**src/rtl/hes_pkg.sv**
```systemverilog
// hes_pkg: shared FSM state type and byte width for the hash message feeder
package hes_pkg;
  localparam int BYTE_W = 8;
  typedef enum logic [2:0] {S_IDLE, S_LOAD, S_STREAM, S_FLUSH, S_DONE} state_t;
endpackage

```
**src/rtl/hes_byte_fifo.sv**
```systemverilog
// hes_byte_fifo: power-of-two byte FIFO with simultaneous push/pop and occupancy count
module hes_byte_fifo
  import hes_pkg::*;
#(
  parameter int FIFO_DEPTH = 8
) (
  input  logic                          clk,
  input  logic                          rst_n,
  input  logic                          push_i,
  input  logic                          pop_i,
  input  logic [BYTE_W-1:0]             wdata_i,
  output logic                          full_o,
  output logic                          empty_o,
  output logic [BYTE_W-1:0]             head_o,
  output logic [$clog2(FIFO_DEPTH):0]   count_o
);
  localparam int AW = $clog2(FIFO_DEPTH);
  localparam int CW = AW + 1;
  logic [BYTE_W-1:0] mem_q [FIFO_DEPTH];
  logic [AW-1:0] wr_q, rd_q;
  logic [CW-1:0] count_q;
  // storage array; contents are don't-care until written
  always_ff @(posedge clk) begin
    if (push_i) mem_q[wr_q] <= wdata_i;
  end
  // pointers wrap naturally at the power-of-two depth
  always_ff @(posedge clk) begin
    if (!rst_n) begin
      wr_q    <= '0;
      rd_q    <= '0;
      count_q <= '0;
    end else begin
      wr_q    <= wr_q + AW'(push_i);
      rd_q    <= rd_q + AW'(pop_i);
      count_q <= count_q + CW'(push_i) - CW'(pop_i);
    end
  end
  assign full_o  = count_q == CW'(FIFO_DEPTH);
  assign empty_o = count_q == '0;
  assign head_o  = mem_q[rd_q];
  assign count_o = count_q;
endmodule

```
**src/rtl/hes_msg_feeder.sv**
```systemverilog
// hes_msg_feeder: buffers one upstream message and streams its bytes to a hash core
module hes_msg_feeder
  import hes_pkg::*;
#(
  parameter int FIFO_DEPTH = 8
) (
  input  logic              clk,
  input  logic              rst_n,
  input  logic              msg_valid,
  input  logic [BYTE_W-1:0] msg_data,
  input  logic              msg_last,
  input  logic              msg_empty,
  output logic              msg_ready,
  output logic              start,
  output logic              F_dr,
  output logic [BYTE_W-1:0] M,
  output logic              End_Of_File,
  input  logic              F_rtr,
  input  logic              H_ready,
  output logic              busy,
  output logic              done
);
  localparam int CW = $clog2(FIFO_DEPTH) + 1;
  state_t state_q, state_d;
  logic last_q, last_d;
  logic ready_d, push, pop, full, empty;
  logic [BYTE_W-1:0] head;
  logic [CW-1:0] count;
  hes_byte_fifo #(.FIFO_DEPTH(FIFO_DEPTH)) u_fifo (
    .clk     (clk),
    .rst_n   (rst_n),
    .push_i  (push),
    .pop_i   (pop),
    .wdata_i (msg_data),
    .full_o  (full),
    .empty_o (empty),
    .head_o  (head),
    .count_o (count)
  );
  // next state, upstream acceptance and FIFO control
  always_comb begin
    state_d = state_q;
    last_d  = last_q;
    ready_d = 1'b0;
    push    = 1'b0;
    F_dr    = (state_q == S_STREAM) && !empty;
    pop     = F_dr && F_rtr;
    case (state_q)
      S_IDLE: begin
        ready_d = 1'b1;
        last_d  = 1'b0;
        if (msg_valid && !msg_empty) begin
          push    = 1'b1;
          last_d  = msg_last;
          state_d = S_LOAD;
        end else if (msg_valid && msg_last) begin
          last_d  = 1'b1;
          state_d = S_FLUSH;
        end
      end
      S_LOAD, S_STREAM: begin
        ready_d = !last_q && (!full || pop);
        if (msg_valid && ready_d) begin
          push   = !msg_empty;
          last_d = last_q || msg_last;
        end
        if (state_q == S_LOAD) state_d = S_STREAM;
        else if (last_q && count == CW'(pop)) state_d = S_FLUSH;
      end
      S_FLUSH: state_d = H_ready ? S_DONE : S_FLUSH;
      S_DONE:  state_d = S_IDLE;
      default: state_d = S_IDLE;
    endcase
  end
  assign msg_ready   = rst_n && ready_d;
  assign M           = F_dr ? head : '0;
  assign start       = (state_q == S_STREAM) || (state_q == S_FLUSH) || (state_q == S_DONE);
  assign End_Of_File = state_q == S_FLUSH;
  assign busy        = state_q != S_IDLE;
  assign done        = state_q == S_DONE;
  // state and end-of-message flag registers
  always_ff @(posedge clk) begin
    if (!rst_n) begin
      state_q <= S_IDLE;
      last_q  <= 1'b0;
    end else begin
      state_q <= state_d;
      last_q  <= last_d;
    end
  end
endmodule

```
**config.mk**
```make
export PLATFORM = sky130hd
export DESIGN_NAME = hes_msg_feeder
export DESIGN_NICKNAME = d
export VERILOG_FILES = /design/src/rtl/hes_pkg.sv /design/src/rtl/hes_byte_fifo.sv /design/src/rtl/hes_msg_feeder.sv
export SDC_FILE = /design/constraint.sdc
export NUM_CORES = 1
export LEC_CHECK = 0
export CAP_MARGIN = 20
export CORE_MARGIN = 4
export CORE_UTILIZATION = 54
export DETAILED_ROUTE_END_ITERATION = 8
export GPL_ROUTABILITY_DRIVEN = 0
export MAX_ROUTING_LAYER = met4
export PLACE_DENSITY = 0.72
export SLEW_MARGIN = 20
export SYNTH_ARGS = -nofsm -noshare
export SYNTH_HDL_FRONTEND = slang
export SYNTH_HIERARCHICAL = 1
export SYNTH_SLANG_ARGS = --single-unit
```
**constraint.sdc**
```tcl
create_clock -name clk -period 6.6 [get_ports clk]
set_clock_uncertainty 0.2 [all_clocks]
set_input_delay 0.66 -clock clk [delete_from_list [all_inputs] [get_ports clk]]
set_output_delay 0.66 -clock clk [all_outputs]
set_load 0.05 [all_outputs]
```
After elaboration in Yosys (flattened, before gate mapping). Memories as Yosys holds them, arrays and structs flattened. A register that Yosys moved wholly into a read port is not among the register bits. Index checks and enable logic that the tools add are counted.

Bits in writable memories: 64. Memories kept: 1. Register bits: 14. Input bits: 15.

$add $sub $neg: 4. Reductions and logical operators: 23. Equal/unequal tests: 9. Multiplexer cells: 18.

Memory list: u_fifo.mem_q (words 8, bits a word 8, read ports 1, clocked after Yosys merged registers in 1, write ports 1, line hes_byte_fifo.sv:19) `logic [BYTE_W-1:0] mem_q [FIFO_DEPTH];`.

Operators with widths (number): $mux 3 (6); $pmux 3 s3 (1); $logic_and 1x1->1 (8); $mux 8 (1); $mux 1 (7); $add 3x1->3 (2); $eq 3x2->1 const B (2); $ne 3x3->1 const B (2); $pmux 1 s2 (3); $add 4x1->4 (1); $eq 4x1->1 (1); $eq 4x4->1 const B (1); $logic_not 1->1 (4); $logic_not 4->1 (1); $logic_or 1x1->1 (4); $reduce_and 2->1 (2); $sub 4x1->4 (1); $eq 3x1->1 const B (1); $eq 3x3->1 const B (1); $logic_not 3->1 (1); $reduce_bool 3->1 (1); $ne 2x2->1 const B (1); $reduce_bool 2->1 (1); $reduce_or 2->1 (1).

Depth between registers and ports, before layout.
Depth after elaboration: 11. Gate-level depth with buffers: 12. Depth with buffers taken out: 11.

Cells and area by module. Netlist, hierarchy kept.

By module, submodules not included: hes_byte_fifo (area each 3030.4 um^2, times used 1, cells an instance 153); hes_msg_feeder (area each 395.4 um^2, times used 1, cells an instance 50).

Worst setup path before layout. No wires, ideal clock.

Kind: reg2reg. Start point: reg u_fifo.count_q[2] (netlist: u_fifo/count_o[2]). End point: reg u_fifo.count_q[2] (netlist: u_fifo/count_o[2]). Buffers on the path: 1. Cell stages (with the launch flop): 13. Setup time: 115 ps. Arrival time: 2496 ps. Required time: 6285 ps. Slack: 3789 ps. Path through: dfxtp_1 -> inv_1 -> ha_1 -> and3_1 -> nor4b_4 -> buf_2 -> and2_1 -> ha_1 -> inv_1 -> ha_1 -> fa_1 -> xor2_1 -> and2_1.

Word-level cells in the longest chain between the ends: 11. Elaborated cells on any way between the ends: 13.

Ends and longest elaborated chain: from (decl) (line hes_byte_fifo.sv:21) `logic [CW-1:0] count_q;`; from (signal assigned) (line hes_byte_fifo.sv:35) `count_q <= count_q + CW'(push_i) - CW'(pop_i);`; $logic_not 4->1 (*) (line hes_byte_fifo.sv:39) `assign empty_o = count_q == '0;`; net empty (line hes_msg_feeder.sv:26) `logic ready_d, push, pop, full, empty;`; $logic_not 1->1 (*) (line hes_msg_feeder.sv:46) `F_dr = (state_q == S_STREAM) && !empty;`; $logic_and 1x1->1 (*) (line hes_msg_feeder.sv:46); net F_dr (line hes_msg_feeder.sv:15) `output logic F_dr,`; $logic_and 1x1->1 (*) (line hes_msg_feeder.sv:47) `pop = F_dr && F_rtr;`; net pop (line hes_msg_feeder.sv:26); $logic_or 1x1->1 (line hes_msg_feeder.sv:62) `ready_d = !last_q && (!full || pop);`; $logic_and 1x1->1 (line hes_msg_feeder.sv:62); $logic_and 1x1->1 (line hes_msg_feeder.sv:63) `if (msg_valid && ready_d) begin`; $mux 1 (line hes_msg_feeder.sv:63); $pmux 1 s2 (line hes_msg_feeder.sv:48) `case (state_q)`; $add 4x1->4 (line hes_byte_fifo.sv:35); $sub 4x1->4 (*) (line hes_byte_fifo.sv:35).

The timed path passes the listed nets; every way through them passes the cells marked *. A chain may end at the register's enable or synchronous reset.

==> key figures <==
Finish
  – Fin cells: 314
  – Layout cell share with drive strength beyond 1: 12.55%
  – Final nets: 260
  – Area growth, synth to finish: 14.90%
  – Antenna cell count: 0
  – Fin area: 3936 sq um

Synthesis
  – Sequential share of the synthesized area: 64.28%
  – Yosys warns: 6
  – Post-synthesis net count: 229
  – Synth area leader: edfxtp_1
  – Most frequent cell after synthesis: edfxtp_1
  – Post-synth ARST share: 0%
  – Post-synth top flop: edfxtp_1
  – Synth Instances: 203
  – Top-area cell type share of the netlist area: 56.10%
  – Synth cell types: 35
  – Register bit count reported by yosys: 78
  – Post-Syn Area: 3426 sq um
  – EDFF count, synth: 64
  – Synth top cells by count: edfxtp_1 (64), and2_1 (20), mux4_1 (15)
  – Post-Syn Area per Cell: 16.88 sq um
  – Area contributors post-synth: edfxtp_1 (56%), mux4_1 (12%), dfxtp_1 (8.2%)

Worst setup path
  – Worst path required time: 5.74 ns
  – CP Launch Type: flip-flop
  – Crit path buf inv count: 1
  – Nature of the critical path endpoint: primary output
  – Reg2Reg Depth: 9
  – Reg2Reg Launch Point: u_fifo/count_o[2]
  – R2r setup slk: 2.92 ns
  – Largest fanout on the critical path: 17
  – Crit path DAT: 3.07 ns
  – Critical path's largest stage delay: 0.95 ns
  – Worst flop-to-flop path endpoint: u_fifo/mem_q[3][7]
  – Worst path cell trace: mux4_1, mux2_2, and2_1, clkdlybuf4s50_1
  – Top delay family on crit path: multiplexers
  – Setup CP Type: reg -> out
  – Worst path slowest cell: dfxtp_1

Placement
  – IO Port Bufs: 28
  – Dpl hpwl: 4276 um
  – Placed Instances: 298
  – Pre-CTS setup slack: 2.901 ns
  – Placed Instance Area: 3746 sq um

CTS
  – CTS tree: yes
  – Hold-fix buffers, CTS: 0
  – Setup Fix Bufs, Post-CTS: 0
  – Root buffer selected by CTS: clkbuf_8
  – Total CTS buffers: 9
  – H-tree depth: 3
  – Clk sink count: 78
  – Post-CTS resize count: 0
  – Clock Path Buffers: 2
  – Clk slew on worst S/H paths: 0.08 ns
  – Worst skew pair latency: 0.33 ns

Timing
  – Period utilization: 59.58%
  – Rel. slew slack: 34.11%
  – Slew at the pin closest to its max-slew limit: 0.9846 ns
  – Worst setup margin: 2.668 ns
  – Final setup vio count: 0
  – Fin. max-slew vios: 0
  – Setup TNS: 0 ns
  – WHS: 0.3911 ns
  – Min Tclk post-route: 3.932 ns
  – Final Hold Viols: 0
  – RSZ-0062 raised after global routing: false
  – Fmax achieved: 254.3 MHz

Global route
  – First-pass GRT wire length: 10050 um
  – Pin count of the biggest net entering global routing: 18
  – Vias in the first global route: 1898
  – Total Routing Usage GR: 18.77%
  – Grt ovf: 0
  – Initial antenna violation count: 0

Flow run
  – MaxCap Viol Count: 0

Worst hold path
  – Hold worst-path end: last_q
  – Hold path start: last_q
  – Min-Delay Path Depth: 2
  – Hold Crit Class: reg -> reg

Outcome
  – Status: complete, no violations

Route
  – Post-DRT Antenna Nets: 0
  – Wire per inst: 20.13 um
  – Met2 routed WL: 3298 um
  – Met3 WL: 360 um
  – Final wirelength: 6320 um
  – Uppermost layer routed: met4
  – Total number of vias: 1819
  – Via density: 5.793
  – Post-Route M1 WL: 2552 um
  – DRC Markers: 0
  – Starting DRT DRC Count: 133
  – First-pass iteration count of the detailed router: 5

Floorplanning
  – Die area: 7683 sq um
  – Rows: 28
  – Die span in x: 87.65 um
  – DIE HEIGHT: 87.65 um
  – Core Area: 6026 sq um
  – Num ports: 29
  – Initial Util: 56.85%

Power
  – Leakage power: 1.377 nW
  – Pwr dens: 284.2 nW/um^2
  – Maximum resistive drop on vdd: 0.1387 mV
[placed cells by master, fill, tap and decap left out, types with 3 or more instances in the layout]
cell,instances
edfxtp_1,64
clkdlybuf4s50_1,28
and2_1,20
mux4_1,15
dfxtp_1,14
nor2_1,13
inv_1,10
ha_1,10
mux2_2,9
clkbuf_8,9
nand2b_1,5
nand2_1,4
xor2_1,4
and3_1,4
a21oi_1,3
[tightest hold or removal path: stages (launching register included)]
cell,delay (ns)
dfxtp_1,0.37
a211oi_1,0.06
nor3_1,0.11
[sequential cells by signal, indices dropped and copies added, names as in the netlist]
| signal | cells |
|---|---|
| last_q | 1 |
| u_fifo/mem_q | 64 |
| state_q | 3 |
| u_fifo/wr_q | 3 |
| u_fifo/rd_q | 3 |
| u_fifo/count_o | 4 |
[cell families after synthesis]
kind of cell	count (synthesis)	share of synthesized area [%]
XOR/XNOR	4	1.023
multiplexers	26	15.41
buffers and inverters	18	2.958
AO/OA/AOI/OAI	11	2.265
adder cells (fa/ha/maj)	11	4.237
AND/OR/NAND/NOR	55	9.825
flip-flops	78	64.28
[routing by layer]
layer / up-vias / track usage [%]
li1: 847 / -
met1: 905 / 23.74
met2: 58 / 29.93
met3: 9 / 3.104
met4: 0 / 8.368
met5: - / -
[through the flow]
stage | total power [mW] | utilization, %
global placement | 0.7784 | 62.00
CTS | 1.128 | 65.32
finish | 1.119 | 65.32
global route | 1.172 | 65.32
detailed placement | 0.7929 | 62.17
floorplan | 0.7241 | -
[layout make-up]
cell class	count	area, sq um
Clock buffer	10	127.6
Clock inverter	6	62.56
Fill cell	429	2090
Inverter	10	37.54
Multi-Input combinational cell	107	1132
Sequential cell	78	2202
Tap cell	75	93.84
Timing Repair Buffer	28	280.3
[worst max-delay path by stage]
stage	cells past startpoint	startpoint	end	slack, ns
2_1_floorplan	12	u_fifo/count_o[2]	u_fifo/count_o[2]	3.79
3_3_place_gp	9	u_fifo/count_o[2]	u_fifo/mem_q[2][3]	2.67
3_5_place_dp	9	u_fifo/count_o[3]	u_fifo/mem_q[5][5]	2.90
4_1_cts	4	u_fifo/rd_q[1]	M[5]	2.62
5_1_grt	4	u_fifo/rd_q[1]	M[5]	2.52
6_report	4	u_fifo/rd_q[1]	M[5]	2.67
[power by group]
| group | switching (mW) | internal (mW) | leakage [nW] |
|---|---|---|---|
| Combinational | 0.119 | 0.0884 | 0.595 |
| Sequential | 0.0203 | 0.552 | 0.691 |
| Clock | 0.166 | 0.173 | 0.0899 |
(Power assumes the default switching activity.)
